File: config.mk
export PLATFORM = sky130hd
export DESIGN_NAME = sync_drive_split3
export DESIGN_NICKNAME = d
export VERILOG_FILES = /design/src/rtl/sync_drive_split3.sv
export SDC_FILE = /design/constraint.sdc
export NUM_CORES = 1
export LEC_CHECK = 0
export ABC_AREA = 1
export CAP_MARGIN = 5
export CORE_ASPECT_RATIO = 1.75
export CORE_MARGIN = 3
export CORE_UTILIZATION = 55
export DETAILED_ROUTE_END_ITERATION = 8
export PLACE_DENSITY_LB_ADDON = 0.3
export SYNTH_ARGS = -nofsm -noshare
export SYNTH_HDL_FRONTEND = slang
export SYNTH_SLANG_ARGS = --single-unit
export TNS_END_PERCENT = 30
File: constraint.sdc
create_clock -name clk -period 2.78 [get_ports clk]
set_clock_uncertainty 0.1 [all_clocks]
set_input_delay 0.417 -clock clk [delete_from_list [all_inputs] [get_ports clk]]
set_output_delay 0.417 -clock clk [all_outputs]
set_load 0.05 [all_outputs]
File: src/rtl/sync_drive_split3.sv
// sync_drive_split3: takes words from a valid/ready stream into a 2-entry FIFO.
// Each word is split into three lanes, and one registered drive pulse is fired on
// all lanes together. Lane data then holds until all three free returns have been
// seen. A watchdog parks the FSM in ERR if a free never comes back.
//
// Handshake: a word transfers on any rising clk edge where i_valid && o_ready.
// o_ready depends only on registered FIFO occupancy. It never depends
// combinationally on i_valid. i_data must be stable while i_valid is high.
module sync_drive_split3 #(
  parameter int DATA_WIDTH_I0 = 1,
  parameter int DATA_WIDTH_I1 = 3,
  parameter int DATA_WIDTH_I2 = 3,
  parameter int SYNC_STAGES   = 2,
  parameter int TIMEOUT       = 255
) (
  input  logic                                                 clk,
  input  logic                                                 rstn,
  input  logic                                                 i_valid,
  output logic                                                 o_ready,
  input  logic [DATA_WIDTH_I0+DATA_WIDTH_I1+DATA_WIDTH_I2-1:0] i_data,
  output logic                                                 o_drive0,
  output logic                                                 o_drive1,
  output logic                                                 o_drive2,
  output logic [DATA_WIDTH_I0-1:0]                             o_data0,
  output logic [DATA_WIDTH_I1-1:0]                             o_data1,
  output logic [DATA_WIDTH_I2-1:0]                             o_data2,
  input  logic                                                 i_free0,
  input  logic                                                 i_free1,
  input  logic                                                 i_free2,
  input  logic                                                 i_clr_timeout,
  output logic                                                 o_busy,
  output logic                                                 o_timeout,
  output logic [1:0]                                           o_dbg_state
);

  localparam int W      = DATA_WIDTH_I0 + DATA_WIDTH_I1 + DATA_WIDTH_I2;
  localparam int CW_RAW = $clog2(TIMEOUT + 1);
  localparam int CW     = (CW_RAW < 1) ? 1 : CW_RAW;

  localparam logic [CW-1:0] CNT_MAX = '1;
  localparam logic [CW-1:0] TO_VAL  = CW'(TIMEOUT);

  localparam logic [1:0] S_IDLE  = 2'd0;
  localparam logic [1:0] S_DRIVE = 2'd1;
  localparam logic [1:0] S_WAIT  = 2'd2;
  localparam logic [1:0] S_ERR   = 2'd3;

  // ---------------------------------------------------------------------------
  // FIFO storage and pointers
  // ---------------------------------------------------------------------------
  logic [W-1:0] mem0_q, mem0_d;
  logic [W-1:0] mem1_q, mem1_d;
  logic         wr_ptr_q, wr_ptr_d;
  logic         rd_ptr_q, rd_ptr_d;
  logic [1:0]   count_q, count_d;
  logic         push;
  logic         pop;
  logic [W-1:0] head;

  // ---------------------------------------------------------------------------
  // Free-return synchronizers and edge detectors
  // ---------------------------------------------------------------------------
  logic [SYNC_STAGES-1:0] sync_q [3];
  logic [SYNC_STAGES-1:0] sync_d [3];
  logic [2:0]             free_in;
  logic [2:0]             sync_out;
  logic [2:0]             dly_q, dly_d;
  logic [2:0]             free_edge;

  // ---------------------------------------------------------------------------
  // FSM, lanes, watchdog
  // ---------------------------------------------------------------------------
  logic [1:0]               state_q, state_d;
  logic [2:0]               drive_q, drive_d;
  logic [2:0]               seen_q, seen_d;
  logic [CW-1:0]            cnt_q, cnt_d;
  logic [DATA_WIDTH_I0-1:0] lane0_q, lane0_d;
  logic [DATA_WIDTH_I1-1:0] lane1_q, lane1_d;
  logic [DATA_WIDTH_I2-1:0] lane2_q, lane2_d;
  logic                     all_seen;
  logic                     load;

  assign o_ready = (count_q != 2'd2);
  assign push    = i_valid & o_ready;
  assign head    = rd_ptr_q ? mem1_q : mem0_q;

  // FIFO next-state: write at wr_ptr on push, advance rd_ptr on pop.
  always_comb begin
    mem0_d   = mem0_q;
    mem1_d   = mem1_q;
    wr_ptr_d = wr_ptr_q;
    rd_ptr_d = rd_ptr_q;
    count_d  = count_q;
    if (push) begin
      if (wr_ptr_q) mem1_d = i_data;
      else          mem0_d = i_data;
      wr_ptr_d = ~wr_ptr_q;
    end
    if (pop) rd_ptr_d = ~rd_ptr_q;
    case ({push, pop})
      2'b10:   count_d = count_q + 2'd1;
      2'b01:   count_d = count_q - 2'd1;
      default: count_d = count_q;
    endcase
  end

  assign free_in = {i_free2, i_free1, i_free0};

  // Shift each asynchronous free through its synchronizer chain, then keep one
  // extra delayed copy so that a rising edge can be detected.
  always_comb begin
    for (int k = 0; k < 3; k++) begin
      sync_d[k]   = {sync_q[k][SYNC_STAGES-2:0], free_in[k]};
      sync_out[k] = sync_q[k][SYNC_STAGES-1];
    end
    dly_d     = sync_out;
    free_edge = sync_out & ~dly_q;
  end

  // A lane counts as complete if it was seen earlier or its edge arrives now.
  assign all_seen = &(seen_q | free_edge);

  // Main sequencing: load/drive, then wait for all frees or time out.
  always_comb begin
    state_d = state_q;
    drive_d = 3'b000;
    seen_d  = seen_q;
    cnt_d   = cnt_q;
    load    = 1'b0;
    case (state_q)
      S_IDLE: begin
        if (count_q != 2'd0) begin
          load    = 1'b1;
          state_d = S_DRIVE;
        end
      end
      S_DRIVE: begin
        cnt_d   = '0;
        seen_d  = 3'b000;
        state_d = S_WAIT;
      end
      S_WAIT: begin
        // Completion has priority over the watchdog in the same cycle.
        if (all_seen) begin
          seen_d = 3'b000;
          if (count_q != 2'd0) begin
            load    = 1'b1;
            state_d = S_DRIVE;
          end else begin
            state_d = S_IDLE;
          end
        end else if ((TIMEOUT != 0) && (cnt_q == TO_VAL)) begin
          seen_d  = seen_q | free_edge;
          state_d = S_ERR;
        end else begin
          seen_d = seen_q | free_edge;
          cnt_d  = (cnt_q == CNT_MAX) ? cnt_q : cnt_q + CW'(1);
        end
      end
      default: begin
        // S_ERR: the word that was in flight is dropped. Frees are ignored here.
        if (i_clr_timeout) begin
          seen_d  = 3'b000;
          state_d = S_IDLE;
        end
      end
    endcase
    if (load) drive_d = 3'b111;
  end

  assign pop = load;

  // Lane registers only change when a word is loaded from the FIFO head.
  always_comb begin
    lane0_d = lane0_q;
    lane1_d = lane1_q;
    lane2_d = lane2_q;
    if (load) begin
      lane0_d = head[DATA_WIDTH_I0-1:0];
      lane1_d = head[DATA_WIDTH_I0+DATA_WIDTH_I1-1:DATA_WIDTH_I0];
      lane2_d = head[W-1:DATA_WIDTH_I0+DATA_WIDTH_I1];
    end
  end

  // FIFO state registers.
  always_ff @(posedge clk or negedge rstn) begin
    if (!rstn) begin
      mem0_q   <= '0;
      mem1_q   <= '0;
      wr_ptr_q <= 1'b0;
      rd_ptr_q <= 1'b0;
      count_q  <= 2'd0;
    end else begin
      mem0_q   <= mem0_d;
      mem1_q   <= mem1_d;
      wr_ptr_q <= wr_ptr_d;
      rd_ptr_q <= rd_ptr_d;
      count_q  <= count_d;
    end
  end

  // Synchronizer and edge-detect registers.
  always_ff @(posedge clk or negedge rstn) begin
    if (!rstn) begin
      for (int k = 0; k < 3; k++) sync_q[k] <= '0;
      dly_q <= 3'b000;
    end else begin
      for (int k = 0; k < 3; k++) sync_q[k] <= sync_d[k];
      dly_q <= dly_d;
    end
  end

  // FSM, drive, seen, watchdog counter and lane registers.
  always_ff @(posedge clk or negedge rstn) begin
    if (!rstn) begin
      state_q <= S_IDLE;
      drive_q <= 3'b000;
      seen_q  <= 3'b000;
      cnt_q   <= '0;
      lane0_q <= '0;
      lane1_q <= '0;
      lane2_q <= '0;
    end else begin
      state_q <= state_d;
      drive_q <= drive_d;
      seen_q  <= seen_d;
      cnt_q   <= cnt_d;
      lane0_q <= lane0_d;
      lane1_q <= lane1_d;
      lane2_q <= lane2_d;
    end
  end

  assign o_drive0    = drive_q[0];
  assign o_drive1    = drive_q[1];
  assign o_drive2    = drive_q[2];
  assign o_data0     = lane0_q;
  assign o_data1     = lane1_q;
  assign o_data2     = lane2_q;
  assign o_busy      = (state_q != S_IDLE) | (count_q != 2'd0);
  assign o_timeout   = (state_q == S_ERR);
  assign o_dbg_state = state_q;

endmodule

==> flow_metrics.tcl <==
set metrics [dict create \
    outcome "completed" \
    drt-initial-drc-count 26 \
    syn_avg_cell_area_um2 9.10 \
    drtPass1Iterations 4 \
    clkTransAtPathRegs_ns 0.09 \
    start_util_pct 57.8 \
    fin_total_pwr_mw 2.82 \
    synth.largest_area_cell "dfrtp_1" \
    cts_tree "built" \
    hp-class "reg -> reg" \
    diodes 0 \
    dp_hpwl_um 2830 \
    synth_area_leaders "dfrtp_1 56%, nand2_1 13%, inv_1 4.7%, o21ai_0 4.2%, mux2i_1 3.3%" \
    synth-seq-cells 48 \
    multiInputGateArea_um2 773 \
    crit_path_start_kind "register" \
    hold_depth 0 \
    fin_tns_setup_ns 0 \
    max_stage_delay_ns 0.80 \
    grt_max_degree 28 \
    numCtsBuffers 5 \
    final_cells 312 \
    num_io_pins 29 \
    worst_slack_ns 0.516 \
    via_per_inst 4.88 \
    post-route-drc-count 0 \
    worstSetupEndpointType "output port" \
    worstHoldStart "sync_d[5]$_DFF_PN0_" \
    dieArea_um2 4700 \
    wirelength_um 3700 \
    utilization_pct 68.2 \
    cp_slowest_cell "clkdlybuf4s50_1" \
    cp_cell_sequence "inv_1 > or2_4 > clkdlybuf4s50_1" \
    critical_path_class "reg -> out" \
    grt_pass1_vias 1499 \
    rr_worst_depth 10 \
    maxSlewViolCount 0 \
    powerDensity_nw_per_um2 1120 \
    ir_worst_vdd_mv 0.747 \
    min_to "dly_d[0]$_DFF_PN0_" \
    grt_use_total_pct 18.9 \
    grt_overflow 0 \
    area_delta_synth_final_pct 17.9 \
    worstMarginPinSlew_ns 0.676 \
    rr_endpoint "count_q[1]$_DFFE_PN0P_" \
    core_um2 3700 \
    worstPathArrival_ns 1.75 \
    grt_pass1_wl_um 6440 \
    min_period_over_period_pct 81.5 \
    ant_nets 0 \
    required_ns 2.26 \
    cts_sinks 48 \
    regArea_um2 1200 \
    min_period_ns 2.26 \
    placementRows 29 \
    fin_hold_ws_ns 0.254 \
    fmax_mhz 442 \
    cp_max_fo 3 \
    power.leakage_nw 1.26 \
    drv_cap 0 \
    yosysSeqAreaShare_pct 56.1 \
    antenna_found_initial 0 \
    drive_gt1_share_pct 9.77 \
    placed_area_um2 2420 \
    fill_cells 321 \
    vias 1522 \
    h-tree-depth 2 \
    clockBufferDepth 2 \
    cts-root-buf "clkbuf_8" \
    post-place-ws_ns 0.715 \
    hold_viol_final 0 \
    relSlewSlack_pct 54.9 \
    rsz0062_at_grt "no" \
    synth_top_cell_area_share_pct 56.1 \
    syn-num-nets 251 \
    die-width_um 53.1 \
    synth_area_um2 2140 \
    setup_violations 0 \
    io_buffers 28 \
    ys_types 29 \
    yosysWarnings 0 \
    final_cell_area_um2 2520 \
    synthCells 235 \
    gp_congestion 0.747 \
    postCtsSetupRepairBufs 0 \
    die_y_um 88.5 \
    rrSetupSlack_ns 0.72 \
    nets 281 \
    wire_per_inst_um 11.9 \
    r2r-start "dly_d[0]$_DFF_PN0_" \
    clkLatencyLatePin_ns 0.29 \
    dp.cells 303 \
]
## per-layer routing
metal,share of wire [%],vias to the layer above,routed length [um],global-route usage [%]
met5,0,-,0,0
met4,2.7,0,100,8.84
met3,3.3,9,121,4.05
met2,55,26,2050,34.2
met1,39,691,1440,20.1
li1,-,796,-,-
## critical path, delay by kind of cell, from the launching register on
family | cells | cell delay [ns]
buffers and inverters | 2 | 0.90
flip-flops | 1 | 0.41
AND/OR/NAND/NOR | 1 | 0.15
## logic make-up after synthesis
logic type | count (synthesis) | share of synthesized area [%]
flip-flops | 48 | 56.1
AO/OA/AOI/OAI | 33 | 9.42
XOR/XNOR | 3 | 1.23
buffers and inverters | 35 | 7.72
adder cells (fa/ha/maj) | 2 | 1.17
multiplexers | 7 | 3.27
AND/OR/NAND/NOR | 107 | 21.1
## synth_stat cells (all sizes together)
master / number
inv: 28
nand2: 79
dfrtp: 48
mux2i: 7
nor2: 12
or2: 3
nand4: 2
buf: 7
o21ai: 27
nand3: 9
xnor2: 2
a31oi: 1
nor3: 2
ha: 2
o21bai: 2
a21oi: 3
xor2: 1
## report_power, final
part / total, mW / internal, mW / switching [mW] / leakage (nW)
registers: 1.11 / 0.935 / 0.174 / 0.603
logic: 1.29 / 0.453 / 0.840 / 0.609
clock network: 0.419 / 0.199 / 0.220 / 0.0510
total: 2.82 / 1.59 / 1.24 / 1.26
## placed cells by master, fill, tap and decap left out, types with 2 or more instances in the layout
cell type	n
o21bai_1	2
xnor2_1	2
nand4_1	2
nor2_1	12
o21ai_0	18
inv_1	27
clkinv_2	2
a21oi_1	3
nand3_1	8
clkbuf_8	6
o21ai_2	8
dfrtp_1	48
mux2i_1	7
nand2_1	75
ha_1	2
clkdlybuf4s50_1	27
nand2_2	3
nor3_1	2
## cell type report
cell class / instances / share of cell area [%]
Timing Repair Buffer: 30 / 11.6
Clock inverter: 2 / 0.397
Clock buffer: 6 / 3.27
Multi-Input combinational cell: 152 / 30.7
Sequential cell: 48 / 47.6
Inverter: 28 / 4.17
Tap cell: 46 / 2.28
## timing repair
| action | in CTS | in global routing |
|---|---|---|
| gates resized for setup | 0 | 0 |
| endpoints found under the hold margin | 21 | 0 |
| hold buffers | 1 | 0 |
## worst max path at each step
stage                                    start                endpoint  slack (ns)  depth (start not counted)
CTS                     count_q[1]$_DFFE_PN0P_                 o_ready        0.50                          3
finish                  count_q[1]$_DFFE_PN0P_                 o_ready        0.52                          3
global route            count_q[0]$_DFFE_PN0P_                  o_busy        0.43                          3
detailed placement          dly_d[0]$_DFF_PN0_  count_q[1]$_DFFE_PN0P_        0.71                         10
floorplan           o_dbg_state[0]$_DFFE_PN0P_  count_q[1]$_DFFE_PN0P_        0.94                          7
global placement            dly_d[1]$_DFF_PN0_  count_q[1]$_DFFE_PN0P_        0.77                         10
## sequential cells by signal, indices dropped and copies added, names as in the netlist
| signal | count |
|---|---|
| dly_d | 3 |
| rd_ptr_q | 1 |
| dly_q | 3 |
| sync_d | 3 |
| count_q | 2 |
| wr_ptr_q | 1 |
| seen_q | 3 |
| mem1_q | 7 |
| o_data1 | 3 |
| mem0_q | 7 |
| o_dbg_state | 2 |
| o_data2 | 3 |
| o_data0 | 1 |
| cnt_q | 8 |
| drive_q | 1 |
Power figures use the tool's default switching activity.
==> edit (same settings) <==
Make the reset (`rstn`) synchronous in 3 clocked blocks. Comments in the files are not updated.
--- a/src/rtl/sync_drive_split3.sv
+++ b/src/rtl/sync_drive_split3.sv
@@ -185,3 +185,3 @@
   // FIFO state registers.
-  always_ff @(posedge clk or negedge rstn) begin
+  always_ff @(posedge clk) begin
     if (!rstn) begin
@@ -202,3 +202,3 @@
   // Synchronizer and edge-detect registers.
-  always_ff @(posedge clk or negedge rstn) begin
+  always_ff @(posedge clk) begin
     if (!rstn) begin
@@ -213,3 +213,3 @@
   // FSM, drive, seen, watchdog counter and lane registers.
-  always_ff @(posedge clk or negedge rstn) begin
+  always_ff @(posedge clk) begin
     if (!rstn) begin
Function: differs if rstn is asserted again (counterexample within 4 cycles, from zero or initial values and one cycle with rstn low); with rstn held inactive, the same outputs for 10 cycles.
==> edit against the unedited design <==
- via count grew 24%
- clock power fell by 4%
- critical path depth grew 2
- critical path type unchanged
- power decreased by 11%
- register-to-register slack better by 0.06 ns
- routed wire length increased by 11%
- setup slack got worse by 0.088 ns
- cell count is 21% higher
- synthesized area down 1.1%
- sequential cell count unchanged
- critical endpoint is now o_busy
- synthesized cell count grew 30%
- sequential share of layout area fell by 8.9 points
- cell area is 1.5% lower
==> edit: results <==
{
  "antenna_found_initial": 0,
  "outcome": "finished, final reports clean",
  "slowest_delay_ns": 0.81,
  "p_leak_uw": 0.00104,
  "finalNetCount": 347,
  "slew_headroom_pct": 65.8,
  "antenna_cells": 0,
  "reg2reg_depth": 11,
  "wl_per_cell_um": 10.9,
  "grt_pass1_wl_um": 7180,
  "cts_inserted_buffers": 5,
  "cpMaxStageDelayCell": "clkdlybuf4s50_1",
  "place_congestion": 0.833,
  "reg2reg_from": "sync_q[0][1]$_SDFF_PN0_",
  "grt_max_degree": 35,
  "drt_iter0_markers": 45,
  "grt_pass1_vias": 1759,
  "ff2ff_setup_slack_ns": 0.78,
  "drive_above_1_share_pct": 7.83,
  "finalCritPeriodShare_pct": 84.6,
  "crit_path_end": "o_busy",
  "synthTopCellsByCount": "nand2_1, dfxtp_1, inv_1",
  "timing.hold.worst.class": "register to register",
  "root_buffer": "clkbuf_8",
  "vias": 1891,
  "first_pass_iters": 4,
  "yosysSeqAreaShare_pct": 45.4,
  "grtUsageTotal_pct": 20.5,
  "crit-reg2reg-capture": "count_q[1]$_SDFFE_PN0P_",
  "largestRegisters": "cnt_q x8, mem0_q x7, mem1_q x7",
  "p_sw_uw": 1130,
  "clk_pin_slew_ns": 0.08,
  "yosysMostFrequentCell": "nand2_1",
  "whs_path_depth": 2,
  "async_flop_share_pct": 0,
  "htreeDepth": 2,
  "post_cts_buffers": 0,
  "crit_path_start": "o_dbg_state[1]$_SDFFE_PN0P_",
  "worstPathArrival_ns": 1.84,
  "port_buffers": 28,
  "worstSkewPairLatency_ns": 0.30,
  "cp_max_fo": 7,
  "synth.distinct_cells": 23,
  "irDropWorstVdd_uv": 905,
  "synth_ff_type": "dfxtp_1",
  "placed_area_um2": 2400,
  "syn_nets": 321,
  "ys_top_cells_by_area": "dfxtp_1, nand2_1, inv_1",
  "clk_path_buf_depth": 2,
  "ys_warn_count": 0,
  "hpwl_um": 2950
}
edit: changes by cell type after synthesis, sizes merged, moves of 3 or more:
cell	before	now
mux2i	7	0
dfxtp	0	48
nand3	9	12
clkbuf	0	5
dfrtp	48	0
inv	28	45
nand2	79	86
nor2	12	38
a21oi	3	26
o21ai	27	30
edit: cells by family after synthesis:
family | Yosys count | share of synthesized area, %
and+or+nand+nor | 144 | 28.8
AOI/OAI and AO/OA | 56 | 13.6
buffers and inverters | 55 | 11.0
DFF | 48 | 45.4
adders and majority gates | 2 | 1.18
edit: worst min-delay path by stage:
stage                       startpoint                       to  slack [ns]
3_3_place_gp   sync_q[0][4]$_SDFF_PN0_  sync_q[0][5]$_SDFF_PN0_        0.29
3_5_place_dp   sync_q[0][4]$_SDFF_PN0_  sync_q[0][5]$_SDFF_PN0_        0.31
4_1_cts        sync_q[0][5]$_SDFF_PN0_      dly_q[2]$_SDFF_PN0_        0.33
2_1_floorplan  sync_q[0][0]$_SDFF_PN0_  sync_q[0][1]$_SDFF_PN0_        0.29
5_1_grt        sync_q[0][4]$_SDFF_PN0_  sync_q[0][5]$_SDFF_PN0_        0.34
6_report       sync_q[0][4]$_SDFF_PN0_  sync_q[0][5]$_SDFF_PN0_        0.32
edit: power groups by stage:
stage               Sequential (uW)  Combinational, uW  Clock (uW)
finish                          923               1180         404
global route                    945               1300         444
CTS                             923               1190         413
detailed placement              939               1190           0
global placement                931               1170           0
floorplan                      1150                665           0
edit: final cells by class:
class                           count  area [um2]
Sequential cell                    48         961
Fill cell                         330        1180
Tap cell                           46        57.6
Inverter                           45         171
Clock buffer                        7        76.3
Clock inverter                      1        8.76
Multi-Input combinational cell    202         922
Timing Repair Buffer               29         288
edit: stage by stage:
stage,total power [uW],util (%),instances,hold slack (ns)
4_1_cts,2530,67.8,378,0.328
3_3_place_gp,2100,65.5,370,0.292
5_1_grt,2690,67.8,378,0.340
6_report,2510,67.8,378,0.324
2_1_floorplan,1820,-,305,0.290
3_5_place_dp,2130,65.5,370,0.311
edit: routing by layer:
layer	vias up	global-route usage, %	routed length [um]
li1	995	-	-
met1	847	22.5	1660
met2	41	37.1	2180
met3	8	4.94	198
met4	0	7.67	82
met5	-	0	0
edit: worst max-delay path, delay by kind of cell (launching register included):
kind                   cells  cell delay, ns
AND/OR/NAND/NOR            2            0.10
flip-flops                 1            0.45
buffers and inverters      3            0.98
